$ cat config.mk
export PLATFORM = sky130hd
export DESIGN_NAME = sid_output_stage_flat
export DESIGN_NICKNAME = d
export VERILOG_FILES = /design/src/rtl/sid_out_pkg.sv /design/src/rtl/sid_output_stage_if.sv /design/src/rtl/sid_dsm.sv /design/src/rtl/sid_output_stage.sv /design/src/flat_wrapper.sv
export SDC_FILE = /design/constraint.sdc
export NUM_CORES = 1
export LEC_CHECK = 0
export ABC_AREA = 1
export CAP_MARGIN = 10
export CORE_MARGIN = 3
export CORE_UTILIZATION = 40
export DETAILED_ROUTE_END_ITERATION = 6
export GPL_TIMING_DRIVEN = 0
export PLACE_DENSITY = 0.55
export SLEW_MARGIN = 0
export SYNTH_ARGS = -nofsm -noshare
export SYNTH_HDL_FRONTEND = slang
export SYNTH_SLANG_ARGS = --single-unit
$ cat constraint.sdc
create_clock -name clk -period 3.4 [get_ports clk]
set_input_delay 0.51 -clock clk [delete_from_list [all_inputs] [get_ports clk]]
set_output_delay 0.51 -clock clk [all_outputs]
set_load 0.01 [all_outputs]
$ cat src/rtl/sid_out_pkg.sv
// Shared constants and types for the SID output stage.
// Optional feature macro: SID_OUT_DITHER_EN (LFSR dither ahead of the modulators).
package sid_out_pkg;

   localparam int unsigned DEF_SAMPLE_W  = 15;
   localparam int unsigned DEF_PWM_W     = 8;
   localparam int unsigned SAMPLE_MID    = 16384;
   localparam int unsigned MUL_CYCLES    = 5;
   localparam int unsigned MULT_W        = 5;
   localparam int unsigned VOL_SHIFT     = 4;
   localparam int unsigned LFSR_W        = 16;
   localparam logic [15:0] LFSR_SEED     = 16'hACE1;
   // Right-shifting Fibonacci form of taps 16,14,13,11: feedback from bits 0,2,3,5
   localparam logic [15:0] LFSR_TAP_MASK = 16'h002D;

   typedef enum logic [1:0] {
      ST_IDLE,
      ST_MUL,
      ST_LOAD
   } state_e;

endpackage

$ cat src/rtl/sid_output_stage_if.sv
// Sample handshake between the filter/mixer and the output stage.
interface sid_output_stage_if
   import sid_out_pkg::*;
#(
   parameter int unsigned SAMPLE_W = DEF_SAMPLE_W
);
   logic [SAMPLE_W-1:0] sample_in;
   logic                sample_valid;
   logic                sample_taken;
   logic                busy;

   modport master (output sample_in, output sample_valid, input sample_taken, input busy);
   modport slave  (input sample_in, input sample_valid, output sample_taken, output busy);
endinterface

$ cat src/rtl/sid_dsm.sv
// First-order delta-sigma modulator: accumulator register, carry is the bitstream.
module sid_dsm
#(
   parameter int unsigned W = 15
)(
   input  logic         clk,
   input  logic         rst,
   input  logic [W-1:0] u,
   output logic         carry_c
);
   logic [W-1:0] acc_q;
   logic [W:0]   sum_c;

   assign sum_c   = {1'b0, acc_q} + {1'b0, u};
   assign carry_c = sum_c[W];

   // Accumulate every cycle; the overflow is the output bit
   always_ff @(posedge clk or negedge rst) begin
      if (!rst) acc_q <= '0;
      else      acc_q <= sum_c[W-1:0];
   end
endmodule

$ cat src/rtl/sid_output_stage.sv
// SID output stage: volume scaling (serial multiply), then delta-sigma or PWM to a 1-bit pin.
// Optional feature macro: SID_OUT_DITHER_EN adds a 16-bit LFSR dither before the modulators.
module sid_output_stage
   import sid_out_pkg::*;
#(
   parameter int unsigned SAMPLE_W = DEF_SAMPLE_W,
   parameter int unsigned PWM_W    = DEF_PWM_W
)(
   input  logic                clk,
   input  logic                rst,
   sid_output_stage_if.slave   mix,
   input  logic [3:0]          vol,
   input  logic                pwm_mode,
   input  logic                overrun_clr,
   output logic                audio_out,
   output logic                overrun
);
   localparam int unsigned PROD_W = SAMPLE_W + MULT_W;

   state_e                     state_q, state_d;
   logic                       valid_q, edge_c;
   logic signed [SAMPLE_W-1:0] s_q, s_d, target_q, target_d;
   logic [MULT_W-1:0]          m_q, m_d;
   logic signed [PROD_W-1:0]   prod_q, prod_d, addend_c, prod_sh_c;
   logic [2:0]                 bit_q, bit_d;
   logic                       taken_q, taken_d, busy_q, busy_d, ovr_d;
   logic [SAMPLE_W-1:0]        u_c, u_mod_c;
   logic                       dsm_bit_c;

   assign edge_c    = mix.sample_valid & ~valid_q;
   assign addend_c  = {{MULT_W{s_q[SAMPLE_W-1]}}, s_q} << bit_q;
   assign prod_sh_c = prod_q >>> VOL_SHIFT;

   // Capture / serial multiply / load sequencing
   always_comb begin
      state_d  = state_q;
      s_d      = s_q;
      m_d      = m_q;
      prod_d   = prod_q;
      bit_d    = bit_q;
      target_d = target_q;
      taken_d  = 1'b0;
      busy_d   = busy_q;
      ovr_d    = overrun_clr ? 1'b0 : overrun;
      if (edge_c && (state_q != ST_IDLE)) ovr_d = 1'b1;
      case (state_q)
         ST_IDLE: begin
            if (edge_c) begin
               s_d     = mix.sample_in - SAMPLE_W'(SAMPLE_MID);
               m_d     = {1'b0, vol} + MULT_W'(vol == 4'hF);
               prod_d  = '0;
               bit_d   = '0;
               busy_d  = 1'b1;
               state_d = ST_MUL;
            end
         end
         ST_MUL: begin
            if (m_q[bit_q]) prod_d = prod_q + addend_c;
            bit_d = bit_q + 3'd1;
            if (bit_q == 3'(MUL_CYCLES - 1)) state_d = ST_LOAD;
         end
         ST_LOAD: begin
            target_d = prod_sh_c[SAMPLE_W-1:0];
            taken_d  = 1'b1;
            busy_d   = 1'b0;
            state_d  = ST_IDLE;
         end
         default: state_d = ST_IDLE;
      endcase
   end

   // FSM and datapath registers
   always_ff @(posedge clk or negedge rst) begin
      if (!rst) begin
         state_q  <= ST_IDLE;
         valid_q  <= 1'b0;
         s_q      <= '0;
         m_q      <= '0;
         prod_q   <= '0;
         bit_q    <= '0;
         target_q <= '0;
         taken_q  <= 1'b0;
         busy_q   <= 1'b0;
         overrun  <= 1'b0;
      end else begin
         state_q  <= state_d;
         valid_q  <= mix.sample_valid;
         s_q      <= s_d;
         m_q      <= m_d;
         prod_q   <= prod_d;
         bit_q    <= bit_d;
         target_q <= target_d;
         taken_q  <= taken_d;
         busy_q   <= busy_d;
         overrun  <= ovr_d;
      end
   end

   assign mix.sample_taken = taken_q;
   assign mix.busy         = busy_q;

   // Back to offset-binary for the modulators
   assign u_c = $unsigned(target_q) + SAMPLE_W'(SAMPLE_MID);

`ifdef SID_OUT_DITHER_EN
   localparam int unsigned DW = SAMPLE_W + 2;
   logic [LFSR_W-1:0]   lfsr_q;
   logic                lfsr_fb_c;
   logic signed [DW-1:0] dith_sum_c;

   assign lfsr_fb_c = ^(lfsr_q & LFSR_TAP_MASK);

   // Free-running dither source
   always_ff @(posedge clk or negedge rst) begin
      if (!rst) lfsr_q <= LFSR_SEED;
      else      lfsr_q <= {lfsr_fb_c, lfsr_q[LFSR_W-1:1]};
   end

   // Add -8..+7 dither and saturate to the unsigned sample range
   always_comb begin
      dith_sum_c = $signed({2'b00, u_c}) + $signed({{(DW-4){1'b0}}, lfsr_q[3:0]})
                   - $signed(DW'(8));
      u_mod_c    = dith_sum_c[SAMPLE_W-1:0];
      if (dith_sum_c < 0)
         u_mod_c = '0;
      else if (dith_sum_c > $signed(DW'((2 ** SAMPLE_W) - 1)))
         u_mod_c = {SAMPLE_W{1'b1}};
   end
`else
   assign u_mod_c = u_c;
`endif

   sid_dsm #(.W(SAMPLE_W)) u_dsm (
      .clk     (clk),
      .rst     (rst),
      .u       (u_mod_c),
      .carry_c (dsm_bit_c)
   );

   logic [PWM_W-1:0] cnt_q, duty_q, duty_c;
   logic             mode_q, mode_c, pwm_bit_c;

   // Duty and mode only change at the start of a PWM period
   assign duty_c    = (cnt_q == '0) ? u_mod_c[SAMPLE_W-1 -: PWM_W] : duty_q;
   assign mode_c    = (cnt_q == '0) ? pwm_mode : mode_q;
   assign pwm_bit_c = cnt_q < duty_c;

   // PWM counter, period latches and registered pin
   always_ff @(posedge clk or negedge rst) begin
      if (!rst) begin
         cnt_q     <= '0;
         duty_q    <= '0;
         mode_q    <= 1'b0;
         audio_out <= 1'b0;
      end else begin
         cnt_q     <= cnt_q + PWM_W'(1);
         duty_q    <= duty_c;
         mode_q    <= mode_c;
         audio_out <= mode_c ? pwm_bit_c : dsm_bit_c;
      end
   end
endmodule

$ cat src/flat_wrapper.sv
// flat-port wrapper written by rule: the top's interface ports become plain ports
module sid_output_stage_flat import sid_out_pkg::*;
#(
   parameter int unsigned SAMPLE_W = DEF_SAMPLE_W,
   parameter int unsigned PWM_W    = DEF_PWM_W
)
  (clk, rst, vol, pwm_mode, overrun_clr, audio_out, overrun, mix_sample_in, mix_sample_valid, mix_sample_taken, mix_busy);
  sid_output_stage_if #(.SAMPLE_W(SAMPLE_W)) mix_i ();
  input  logic clk;
  input  logic rst;
  input  logic [3:0] vol;
  input  logic pwm_mode;
  input  logic overrun_clr;
  output logic audio_out;
  output logic overrun;
  input wire logic [$bits(mix_i.sample_in)-1:0] mix_sample_in;
  input wire logic [$bits(mix_i.sample_valid)-1:0] mix_sample_valid;
  output wire logic [$bits(mix_i.sample_taken)-1:0] mix_sample_taken;
  output wire logic [$bits(mix_i.busy)-1:0] mix_busy;
  assign mix_i.sample_in = mix_sample_in;
  assign mix_i.sample_valid = mix_sample_valid;
  assign mix_sample_taken = mix_i.sample_taken;
  assign mix_busy = mix_i.busy;
  sid_output_stage #(.SAMPLE_W(SAMPLE_W), .PWM_W(PWM_W)) u_core (.clk(clk), .rst(rst), .mix(mix_i), .vol(vol), .pwm_mode(pwm_mode), .overrun_clr(overrun_clr), .audio_out(audio_out), .overrun(overrun));
endmodule
==> results.ini <==
[power_and_ir_drop]
clkPwrFrac=0.172
p_switching_mw=3.15
power_mw=6.63
vdd_ir_drop_max_uv=468
pwr-share-seq=0.274
p_comb_frac=0.555
leakage_nw=3.50
p_int_mw=3.48
p_per_area_mw_per_mm2=976
p_sw_frac=0.475

[clock_network]
htreeDepth=3
clk_pin_slew_ns=0.07
clk_latency_ns=0.35
cts_buffer_depth=2
clockRootBuffer=clkbuf_16
cts_inserted_buffers=9
cts_setup_buffers=0
clock_sinks=96
cts-resized-gates=0
cts_tree=done

[routing]
ant_nets=0
wirelength_um=14100
vias_per_cell=5.07
drt-initial-drc-count=270
drt-wirelength-per-cell_um=13.9
route.vias.total=5151
drc=0
drt_first_pass_iters=5

[global_routing]
grt_pass1_wl_um=24200
grtUsageTotal=0.183
grt_pass1_vias=5098
antenna_found_initial=0
grt_max_degree=65
grt-ovfl-total=0

[timing]
setup_violations=0
rsz0062_at_grt=false
max_freq_mhz=332
min_period_ns=3.01
clock_skew_ns=0.00676
hold_viol_final=0
max_slew_margin=0.548
period_share=0.885
worst_pin_slew_ns=0.676
slew_violations=0

[cells_and_area]
fin_area_mm2=0.00679
syn2layout_area_growth_pct=14.2
nFillCells=1446
final_cell_mix=nand2_1, dfrtp_1, o21ai_0, inv_1, ha_1
drive_gt1_frac=0.0431
num_antenna_cells=0
final_common_cell=nand2_1
nets=903

[floorplanning]
die_x_um=128
initial_utilization=0.419
die_y_um=128
core-area_mm2=0.0142
fp.dieArea_mm2=0.0164
ios=28
rows=43

[yosys]
synth_cell_types=38
syn_area_mm2=0.00595
syn_inst=793
synth_warnings=0
avgSynthCellArea_um2=7.50
ys_async_sr_fraction=1.00
synth_seq_cells=96
syn-num-nets=865
synth_edf_count=0
ys.flop_type=dfrtp_1
synth.yosys.seq_area_share=0.404

[critical_path]
critPathKind=reg2reg
crit_top_cell=nand2_1
slowest_delay_ns=0.48
cp.required_ns=3.69
slowest_stage=dfrtp_1
crit_chain=inv_1 -> clkbuf_1 -> o21ai_0 -> o21ai_0 -> ha_1 -> a21oi_1 -> nand2_1 -> nand2_1 -> nand2_1 -> nand2_1 -> nand2_1 -> nand2_1 -> nand3_1 -> nand2_1
critPathTopFamily=compound AO/OA/AOI/OAI gates
start_kind=flop
critical_path.max_fanout=10
cp.arrival_ns=3.30
r2r_setup_slack_ns=0.39
critPathCaptureType=flop
crit_buf_inv=2

[placement]
dp.final_hpwl_um=11000
gp_congestion=0.877
io_buffers=27
dpl_cell_area_mm2=0.00647

[worst_hold_path]
hold_path_class=in2async

[status]
status=completed

[run]
maxCapViolations=0

per-stage QoR:
step / setup WS, ns / util / cells / setup TNS [ns] / hold slack, ns
2_1_floorplan: 1.00 / - / 793 / 0 / 0.214
6_report: 0.391 / 0.478 / 1016 / 0 / 0.106
3_5_place_dp: 0.308 / 0.455 / 1001 / 0 / 0.469
3_3_place_gp: -1.98 / 0.454 / 1000 / -189.22 / 0.464
5_1_grt: 0.110 / 0.478 / 1016 / 0 / 0.127
4_1_cts: 0.292 / 0.478 / 1017 / 0 / 0.117
registers in the layout, indices dropped and copies added (netlist names), 2 cells and up:
name,flops
u_core.bit_q,3
u_core.cnt_q,8
u_core.duty_q,8
u_core.m_q,5
u_core.prod_q,19
u_core.s_q,15
u_core.state_q,2
u_core.target_q,15
u_core.u_dsm.acc_q,15
path summary, 6_finish.rpt:
path | depth (start not counted) | from | endpoint
max | 14 | u_core.bit_q[1] | u_core.prod_q[18]
min | 1 | rst | u_core.u_dsm.acc_q[2]
max reg2reg | 14 | u_core.bit_q[1] | u_core.prod_q[18]
min reg2reg | 1 | u_core.cnt_q[0] | u_core.cnt_q[0]
max in group asynchronous | 2 | rst | u_core.cnt_q[6]
min in group clk | 1 | u_core.cnt_q[0] | u_core.cnt_q[0]
area by class of cell:
cell class / instances / area, um2 / area share
clock inverters: 6 / 97.6 / 0.0144
inverters: 81 / 304 / 0.0448
repair buffers: 28 / 295 / 0.0435
flip-flops and latches: 96 / 2400 / 0.354
well taps: 180 / 225 / 0.0332
plain buffers: 17 / 78.8 / 0.0116
clock buffers: 10 / 229 / 0.0337
multi-input cells: 598 / 3160 / 0.465
cells by family (layout without fill, tap and decap cells):
kind of cell / after synthesis / count (layout) / share of synthesized area
buffers and inverters: 99 / 142 / 0.0650
multiplexers: 4 / 4 / 0.00673
AND/OR/NAND/NOR: 381 / 381 / 0.257
flip-flops: 96 / 96 / 0.404
adder cells (fa/ha/maj): 48 / 48 / 0.103
XOR/XNOR: 21 / 21 / 0.0309
AO/OA/AOI/OAI: 144 / 144 / 0.133
power groups by stage:
stage               Clock [mW]  Combinational (mW)  Sequential, mW
floorplan                    0                2.79            1.74
global route              1.20                4.24            1.86
global placement             0                3.61            1.83
CTS                       1.17                3.70            1.82
finish                    1.14                3.68            1.81
detailed placement           0                3.68            1.83
synth_stat cells (5+ instances only):
| library cell | number | area share |
|---|---|---|
| o21ai_0 | 80 | 0.067 |
| dfrtp_1 | 96 | 0.40 |
| inv_1 | 76 | 0.048 |
| nand2_1 | 277 | 0.17 |
| or2_2 | 5 | 0.0053 |
| nand3_1 | 37 | 0.031 |
| a21oi_1 | 39 | 0.033 |
| clkbuf_1 | 13 | 0.0082 |
| o22ai_1 | 6 | 0.0063 |
| ha_1 | 46 | 0.097 |
| nor3_1 | 8 | 0.0067 |
| xor2_1 | 15 | 0.022 |
| xnor2_1 | 6 | 0.0088 |
| nor2_1 | 45 | 0.028 |
what timing repair did:
| action | 4_1_cts | 5_1_grt |
|---|---|---|
| hold endpoints to repair | 0 | 0 |
| setup endpoints to repair | 0 | 4 |
| hold buffers | 0 | 0 |
per-layer routing:
layer	wire length, um	part of all wire	GRT usage
met2	7000	0.49	0.316
met1	6610	0.47	0.238
met5	0	0	0
met4	134	0.0095	0.0462
met3	395	0.028	0.0325
(Power assumes the default switching activity.)
